File: src/rtl/lhca_arbiter_pkg.sv
// lhca_arbiter_pkg: controller state encoding and the round-robin pointer helper.
package lhca_arbiter_pkg;

    typedef enum logic [1:0] {ST_SEED, ST_WARM, ST_RUN} lhca_ctrl_state_t;

    function automatic int rr_next(input int ptr, input int n);
        return (ptr + 1 >= n) ? 0 : ptr + 1;
    endfunction

endpackage

File: src/rtl/rr_arbiter.sv
// rr_arbiter: one-hot grant to the first eligible requester at or after ptr, wrapping.
// Purely combinational; no state, no backpressure of its own.
module rr_arbiter #(
    parameter int N = 4,
    localparam int PW = (N > 1) ? $clog2(N) : 1
) (
    input  logic [N-1:0]  eligible,
    input  logic [PW-1:0] ptr,
    output logic [N-1:0]  grant
);

    logic [N-1:0] hi_oh;
    logic [N-1:0] lo_oh;
    logic         hi_hit;

    // Descending scan leaves the lowest matching index in each one-hot.
    always_comb begin
        hi_oh  = '0;
        lo_oh  = '0;
        hi_hit = 1'b0;
        for (int i = N - 1; i >= 0; i--) begin
            if (eligible[i]) begin
                lo_oh    = '0;
                lo_oh[i] = 1'b1;
            end
            if (eligible[i] && (i >= int'(ptr))) begin
                hi_oh    = '0;
                hi_oh[i] = 1'b1;
                hi_hit   = 1'b1;
            end
        end
        grant = hi_hit ? hi_oh : lo_oh;
    end

endmodule

File: src/rtl/lhca_arbiter.sv
// lhca_arbiter: seeds and warms a shared LHCA, then deals one state word per cycle to NUM_REQ slots.
// Latency 1 cycle req->rsp_valid; a full slot holds until rsp_ready and only stalls its own requester.
module lhca_arbiter
    import lhca_arbiter_pkg::*;
#(
    parameter int               WIDTH   = 32,
    parameter int               NUM_REQ = 4,
    parameter int               WARMUP  = 64,
    parameter logic [WIDTH-1:0] SEED    = WIDTH'(1)
) (
    input  logic                     clk,
    input  logic                     reset_n,
    input  logic                     reseed,
    input  logic                     entropy_en,
    input  logic [WIDTH-1:0]         entropy_in,
    output logic [WIDTH-1:0]         lhca_source,
    input  logic [WIDTH-1:0]         lhca_state,
    input  logic [NUM_REQ-1:0]       req,
    output logic [NUM_REQ-1:0]       rsp_valid,
    input  logic [NUM_REQ-1:0]       rsp_ready,
    output logic [NUM_REQ*WIDTH-1:0] rsp_data,
    output logic                     warm
);

    localparam int PW = $clog2(NUM_REQ);
    localparam int CW = $clog2(WARMUP + 1);

    lhca_ctrl_state_t                st_q, st_d;
    logic [CW-1:0]                   cnt_q, cnt_d;
    logic [PW-1:0]                   ptr_q, ptr_d;
    logic [NUM_REQ-1:0]              valid_q, valid_d;
    logic [NUM_REQ-1:0][WIDTH-1:0]   data_q, data_d;
    logic                            warm_q, warm_d;

    logic                            lockup;
    logic [NUM_REQ-1:0]              eligible;
    logic [NUM_REQ-1:0]              grant;
    logic [PW-1:0]                   win;

    // An all-zero LHCA is a fixed point; re-inject the seed and withhold the word.
    assign lockup = (st_q == ST_RUN) && (lhca_state == '0);

    always_comb begin
        lhca_source = entropy_en ? entropy_in : '0;
        if (st_q == ST_SEED || lockup) begin
            lhca_source = SEED;
        end
    end

    assign eligible = (st_q == ST_RUN && !lockup) ? (req & ~valid_q) : '0;

    rr_arbiter #(.N(NUM_REQ)) u_rr (
        .eligible (eligible),
        .ptr      (ptr_q),
        .grant    (grant)
    );

    always_comb begin
        st_d    = st_q;
        cnt_d   = cnt_q;
        ptr_d   = ptr_q;
        valid_d = valid_q;
        data_d  = data_q;
        win     = '0;

        case (st_q)
            ST_SEED: begin
                st_d  = ST_WARM;
                cnt_d = '0;
            end
            ST_WARM: begin
                if (cnt_q != CW'(WARMUP)) begin
                    cnt_d = cnt_q + CW'(1);
                end
                if (cnt_q == CW'(WARMUP - 1)) begin
                    st_d = ST_RUN;
                end
            end
            default: st_d = st_q;
        endcase

        if (reseed) begin
            st_d  = ST_SEED;
            cnt_d = '0;
        end

        for (int i = 0; i < NUM_REQ; i++) begin
            if (valid_q[i] && rsp_ready[i]) begin
                valid_d[i] = 1'b0;
            end
            if (grant[i]) begin
                valid_d[i] = 1'b1;
                data_d[i]  = lhca_state;
                win        = PW'(i);
            end
        end

        if (|grant) begin
            ptr_d = PW'(rr_next(int'(win), NUM_REQ));
        end

        warm_d = (st_d == ST_RUN);
    end

    always_ff @(posedge clk or negedge reset_n) begin
        if (!reset_n) begin
            st_q    <= ST_SEED;
            cnt_q   <= '0;
            ptr_q   <= '0;
            valid_q <= '0;
            data_q  <= '0;
            warm_q  <= 1'b0;
        end else begin
            st_q    <= st_d;
            cnt_q   <= cnt_d;
            ptr_q   <= ptr_d;
            valid_q <= valid_d;
            data_q  <= data_d;
            warm_q  <= warm_d;
        end
    end

    assign rsp_valid = valid_q;
    assign rsp_data  = data_q;
    assign warm      = warm_q;

endmodule

File: config.mk
export PLATFORM = sky130hd
export DESIGN_NAME = lhca_arbiter
export DESIGN_NICKNAME = d
export VERILOG_FILES = /design/src/rtl/lhca_arbiter_pkg.sv /design/src/rtl/rr_arbiter.sv /design/src/rtl/lhca_arbiter.sv
export SDC_FILE = /design/constraint.sdc
export NUM_CORES = 1
export LEC_CHECK = 0
export CORE_ASPECT_RATIO = 1.25
export CORE_MARGIN = 2
export CORE_UTILIZATION = 40
export DETAILED_ROUTE_END_ITERATION = 7
export PLACE_DENSITY = 0.84
export SYNTH_ARGS = -nofsm -noshare
export SYNTH_HDL_FRONTEND = slang
export SYNTH_SLANG_ARGS = --single-unit
File: constraint.sdc
create_clock -name clk -period 5.8 [get_ports clk]
set_input_delay 0.87 -clock clk [delete_from_list [all_inputs] [get_ports clk]]
set_output_delay 0.87 -clock clk [all_outputs]
set_load 0.01 [all_outputs]
==> results.md, run 1 <==
- Status: finished clean
- Syn_nets: 493
- Vias in the first global route: 4796
- Commonest non-fill, non-tap cells in the layout: clkdlybuf4s50_1 (239), dfrtp_1 (144), mux2_4 (86), mux2_2 (38), and2_1 (31)
- Commonest non-fill, non-tap cell in the layout: clkdlybuf4s50_1
- Startpoint types: primary input
- Layout cells sized above 1: 25.66%
- Post-Syn Area: approximately 6300 um2
- Static Leak: ~4.4 nW
- Htree depth: 4
- Wire length per cell: around 19 um
- Switching power total: 594.4 uW
- # resized after CTS: 0
- Switching Share: 22.82%
- Min-delay worst type: in -> async
- Crit-path slowest cell: nor4_1
- Design Area, Final: 9554 um2
- Fin crit share: 76.40%
- Slew Limit Fails: 0
- Worst-margin pin slew: ~1.1 ns
- Max Cap Viol: 0
- Starting density of the core: 40.72%
- Placer Congestion: 0.7921
- Die X: 116.4 um
- Total congestion overflow: 0
- CP cell instances: clkdlybuf4s50_1, nor4_1, nand4_2, o21ai_0, a21boi_1, buf_4, and2_1, clkdlybuf4s50_1
- Data required, critical path: 4.93 ns
- Endpoint type of the worst setup path: output port
- YS warnings: 0
- Placed instance area: 8917 um2
- Post-CTS setup buffers: 0
- Global-route wire length before repair: 26300 um
- Library cells used by synthesis: 44
- Count of final setup violators: 0
- Total track usage: 20.94%
- EDFF count, synth: 0
- Final period demand of the worst path: 4.431 ns
- Final Hold Vio Count: 0
- Total CTS buffers: 17
- Maximum clock rate: 225.7 MHz
- Gate Count Post-Synth: 415
- Hold buffers post-CTS: 0
- Hold WS: ~0.4 ns
- # DRC: 0
- Synthesis-to-layout area growth: 51.30%
- Clk Tree Root Cell: clkbuf_16
- Combinational Power Share: 13.0%
- Post-synthesis sequential area ratio: 57.06%
- Largest net degree at the start of global routing: 89
- Initial DRC Count: 342
- Die Ht: 144.5 um
- Die Area: 16810 um2
- Synth Flop Type: dfrtp_1
- Yosys reg bits: ~140
- Post-DP HPWL: ~12000 um
- Buffers & Inverters on Critical Path: 3
- CP Class: in -> out
- Cell Int Power: 2.010 mW
- CTS tree: done
- Antenna Diode Count: 0
- Worst clock skew: 0.01158 ns
- CTS Sinks: around 140
- RSZ-0062 raised after global routing: false
- Worst Path Max Fanout: 31
- VDD IR max: 0.0001813 V
- CP delay by family, top: buffers and inverters
- Pwr/cell area: about 270 nW/um2
- Slowest stage delay, CP: 0.66 ns
- I/O Buffers: 240
- Core Region: between 15000 and 20000 um2
- Nets: 743
- Via Count: 4444
- Clock power share: 45.0%
- Total Routed Length: 17130 um
- Routed Antenna Nets: 0
- 1st-pass router iterations: 4
- Worst EP arrival: 3.56 ns
- Setup TNS: 0 ns
- # rows: 51
- IO Count: 241
- Via density per instance: 4.993
- CP most frequent cell: clkdlybuf4s50_1
- Clock buffer depth: 2
- Clk_lat worst skew: roughly 0.42 ns
- Slew HR: 27.46%
- Reg clk slew, reported paths: 0.06 ns
- Flop pwr share: 42.0%
- Async SR Flop Fraction: between 90% and 100%
- Mapped Avg Cell Area: 15.22 um2
- Initial antenna violation count: 0
==> registers in the layout, summed over array words and instances (netlist names) <==
signal,cells
cnt_q,7
rsp_data,128
warm,1
ptr_q,2
rsp_valid,4
st_q,2
==> kinds of logic (layout without fill, tap and decap cells) <==
family          after synthesis  after routing  share of synthesized area [%]
flops                       144            144                          57.06
mux                         128            128                          27.94
simple gates                 80             80                          8.024
compound gates               34             34                          3.567
buf+inv                      26            289                          2.873
fa+ha+maj                     2              2                         0.3962
xor+xnor                      1              1                         0.1387
==> routing by layer <==
metal  GRT usage (%)  part of all wire, %
met3           5.826                  6.6
met5               0                    0
met1           25.12                   40
met4           8.396                  1.9
met2           35.40                   52
==> worst reg2reg max path, delay by kind of cell, from the launching register on <==
| kind | cells | cell delay (ns) |
|---|---|---|
| buffers and inverters | 2 | 0.50 |
| DFF | 1 | 0.39 |
| muxes | 1 | 0.31 |
| and+or+nand+nor | 2 | 1.37 |
==> cells in the mapped netlist (2+ instances only) <==
master	instances	share of area (%)
a21o_1	2	0.24
a21oi_1	4	0.32
a22o_1	2	0.28
and2_1	31	3.1
and3_1	2	0.20
buf_2	4	0.32
buf_6	10	1.8
clkbuf_1	3	0.18
dfrtp_1	144	57
ha_1	2	0.40
inv_1	8	0.48
mux2_1	4	0.71
mux2_2	38	6.8
mux2_4	86	20
nand2_1	6	0.36
nand2b_1	3	0.30
nand3_1	3	0.24
nand4_2	2	0.40
nor2_1	7	0.42
nor2b_1	6	0.59
nor3b_1	2	0.24
nor4_1	9	0.89
o21ai_0	13	1.0
o31ai_1	3	0.36
or3_1	2	0.20
==> power by group through the flow <==
stage / logic (mW) / registers (mW) / clock network, mW
finish: 0.339 / 1.09 / 1.17
global route: 0.361 / 1.10 / 1.24
CTS: 0.343 / 1.09 / 1.19
detailed placement: 0.341 / 1.11 / 0
global placement: 0.332 / 1.11 / 0
floorplan: 0.0926 / 1.13 / 0
==> path summary, 6_finish.rpt <==
kind | start | end | slack [ns] | cells after the start
worst min-delay path | reset_n | rsp_data[81] | 0.40 | 1
worst max-delay path | lhca_state[6] | lhca_source[12] | 1.37 | 8
worst max register to register | st_q[0] | rsp_data[47] | 3.10 | 5
worst min register to register | rsp_data[80] | rsp_data[80] | 0.51 | 1
max in group asynchronous | reset_n | cnt_q[1] | 3.90 | 2
min in group clk | rsp_data[80] | rsp_data[80] | 0.51 | 1
==> metrics by stage <==
| step | util (%) | total power [mW] | std cells | worst slack, ns |
|---|---|---|---|---|
| after floorplan | - | 1.220 | 415 | 2.858 |
| after global placement | 57.51 | 1.440 | 858 | 1.362 |
| after detailed placement | 57.51 | 1.451 | 858 | 1.361 |
| after CTS | 61.62 | 2.630 | 890 | 1.329 |
| after global routing | 61.62 | 2.697 | 890 | 1.212 |
| final | 61.62 | 2.605 | 890 | 1.369 |
==> final cells by class <==
class,instances,area (um2)
sequential,144,3603
inverter,8,30.03
multi-input combinational,245,2547
fill,1162,5952
clock inverter,13,183.9
timing repair buffer,249,2471
tap,212,265.3
clock buffer,19,452.9
Note: power is estimated with default switching activity, not from simulation.
==> run 2, diff against run 1 <==
Clock period 5.8 ns to 4.3 ns, I/O delays scaled along.
==> run 2 against run 1 <==
Against the previous run:
- power increased by 28%
- non-clock buffer count unchanged
- worst setup slack got worse by 1.0 ns
- sequential share of layout area increased by 0.22 points
- hold slack got worse by 0.032 ns
- wire length decreased by 1.9%
- critical endpoint is now lhca_source[11]
- combinational power increased by 35%
- largest cell class unchanged
- global-route usage decreased by 0.52 points
==> results.md, run 2 (same netlist as run 1, synthesis figures left out) <==
- Worst-margin pin slew: 0.9955 ns (was 1.088 ns)
- Slowest stage delay, CP: 0.58 ns (was 0.66 ns)
- Combinational Power Share: 13.7% (was 13.0%)
- Data required, critical path: 3.65 ns (was 4.93 ns)
- Total congestion overflow: 0 (unchanged)
- Nets: 743 (unchanged)
- Pwr/cell area: 351.2 nW/um2 (was 272.6 nW/um2)
- Core Region: 15510 um2 (unchanged)
- Static Leak: 4.325 nW (was 4.357 nW)
- Max FFs per register: 128 (unchanged)
- Global-route wire length before repair: 26190 um (was 26300 um)
- Synthesis-to-layout area growth: 50.41% (was 51.30%)
- Fillers: 1161 (was 1162)
- Min-delay worst type: in -> async (unchanged)
- Total CTS buffers: 17 (unchanged)
- Worst EP arrival: 3.30 ns (was 3.56 ns)
- Final period demand of the worst path: 3.945 ns
- Count of final setup violators: 0 (unchanged)
- Die Ht: 144.5 um (unchanged)
- Clock buffer depth: 2 (unchanged)
- Antenna Diode Count: 0 (unchanged)
- I/O Buffers: 240 (unchanged)
- Cell Int Power: 2.498 mW (was 2.010 mW)
- IO Count: 241 (unchanged)
- Fin worst setup slack: 0.3551 ns (was 1.369 ns)
- Crit-path slowest cell: nor4_1 (unchanged)
- Commonest non-fill, non-tap cells in the layout: clkdlybuf4s50_1 (239), dfrtp_1 (144), mux2_4 (86), mux2_2 (38), and2_1 (31) (unchanged)
- Vias in the first global route: 4825 (was 4796)
- Reg clk slew, reported paths: 0.07 ns (was 0.06 ns)
- Setup TNS: 0 ns (unchanged)
- Wire length per cell: 18.88 um (was 19.24 um)
- Placer Congestion: 0.7860 (was 0.7921)
- Slew Limit Fails: 0 (unchanged)
- Final Hold Vio Count: 0 (unchanged)
- CP Class: in -> out (unchanged)
- Endpoint type of the worst setup path: output port (unchanged)
- Via Count: 4480 (was 4444)
- Reg-to-Reg Start: st_q[0] (unchanged)
- Critical R2R Capture: rsp_data[95] (was rsp_data[47])
- Clk_lat worst skew: 0.41 ns (was 0.42 ns)
- Clock power share: 42.1% (was 45.0%)
- Placed instance area: 8930 um2 (was 8917 um2)
- Dpl ws: 0.3477 ns (was 1.361 ns)
- Initial DRC Count: 217 (was 342)
- Setup slack, reg-to-reg: 1.84 ns (was 3.10 ns)
- Total track usage: 20.41% (was 20.94%)
- CP most frequent cell: clkdlybuf4s50_1 (unchanged)
- Starting density of the core: 40.72% (unchanged)
- Switching power total: 837.7 uW (was 594.4 uW)
- R2R cell count: 5 (unchanged)
- Post-CTS setup buffers: 0 (unchanged)
- # DRC: 0 (unchanged)
- Post-DP HPWL: 12090 um (was 12200 um)
- CP cell instances: clkdlybuf4s50_1, nor4_1, nand4_2, o21ai_0, a21boi_1, buf_4, and2_1, clkdlybuf4s50_1 (unchanged)
- Buffers & Inverters on Critical Path: 3 (unchanged)
- Htree depth: 4 (unchanged)
- Hold buffers post-CTS: 0 (unchanged)
- 1st-pass router iterations: 4 (unchanged)
- Switching Share: 25.11% (was 22.82%)
- Status: finished clean (unchanged)
- CP delay by family, top: buffers and inverters (unchanged)
- Routed Antenna Nets: 0 (unchanged)
- Clk Tree Root Cell: clkbuf_16 (unchanged)
- Layout cells sized above 1: 25.66% (unchanged)
- Worst Path Max Fanout: 31 (unchanged)
- Via density per instance: 5.034 (was 4.993)
- Worst clock skew: 0.01360 ns (was 0.01158 ns)
- Design Area, Final: 9498 um2 (was 9554 um2)
- Maximum clock rate: 253.5 MHz
- Largest net degree at the start of global routing: 108 (was 89)
- Max Cap Viol: 0 (unchanged)
- Commonest non-fill, non-tap cell in the layout: clkdlybuf4s50_1 (unchanged)
- Startpoint types: primary input (unchanged)
- Die Area: 16810 um2 (unchanged)
- Fin crit share: 91.74%
- CTS tree: done (unchanged)
- VDD IR max: 0.0002356 V (was 0.0001813 V)
- CTS Sinks: 144 (unchanged)
- Slew HR: 33.13% (was 27.46%)
- # resized after CTS: 0 (unchanged)
- Tot Pwr: 3.335 mW (was 2.605 mW)
- Total Routed Length: 16810 um (was 17130 um)
- Initial antenna violation count: 0 (unchanged)
- Flop pwr share: 44.2% (was 42.0%)
- RSZ-0062 raised after global routing: false (unchanged)
- Die X: 116.4 um (unchanged)
- # rows: 51 (unchanged)
run 2: per-stage QoR:
stage                     utilization, %  std cells  hold WS (ns)
final                              61.25        890        0.3673
after global routing               61.25        890        0.4426
after CTS                          61.25        890        0.4064
after detailed placement           57.59        858        0.4933
after global placement             57.59        858        0.4734
after floorplan                        -        415        0.3494
run 2: cell type report:
type / count / area (um2) / share of cell area, %
multi-input combinational: 245 / 2547 / 26.82
inverter: 8 / 30.03 / 0.3162
timing repair buffer: 249 / 2484 / 26.15
clock inverter: 13 / 115.1 / 1.212
sequential: 144 / 3603 / 37.94
clock buffer: 19 / 452.9 / 4.769
tap: 212 / 265.3 / 2.793
run 2: power by group through the flow:
stage	clock network (mW)	registers, mW	logic (mW)
6_report	1.40	1.47	0.457
3_3_place_gp	0	1.49	0.448
5_1_grt	1.50	1.48	0.488
3_5_place_dp	0	1.50	0.459
2_1_floorplan	0	1.52	0.125
4_1_cts	1.44	1.47	0.462
run 2: how the worst max path moves through the flow:
stage / slack (ns) / endpoint / from / depth (start not counted)
final: 0.36 / lhca_source[11] / lhca_state[16] / 8
after global routing: 0.18 / lhca_source[14] / lhca_state[16] / 8
after CTS: 0.32 / lhca_source[11] / lhca_state[16] / 8
after floorplan: 1.81 / lhca_source[10] / lhca_state[24] / 6
after detailed placement: 0.35 / lhca_source[11] / lhca_state[16] / 8
after global placement: 0.37 / lhca_source[11] / lhca_state[17] / 8
run 2: layer usage:
| layer | part of all wire (%) | GRT usage [%] | vias to the layer above |
|---|---|---|---|
| met5 | 0 | 0 | - |
| met3 | 6.0 | 4.065 | 23 |
| met1 | 39 | 24.69 | 2267 |
| met2 | 53 | 36.44 | 213 |
| li1 | - | - | 1977 |
| met4 | 2.1 | 6.203 | 0 |
run 2: worst register-to-register path, stage by stage (launching register included):
cell and delay [ns]:
dfrtp_1 0.39, inv_1 0.16, nand2_1 0.21, nor4_4 0.91, buf_12 0.30, mux2_2 0.37
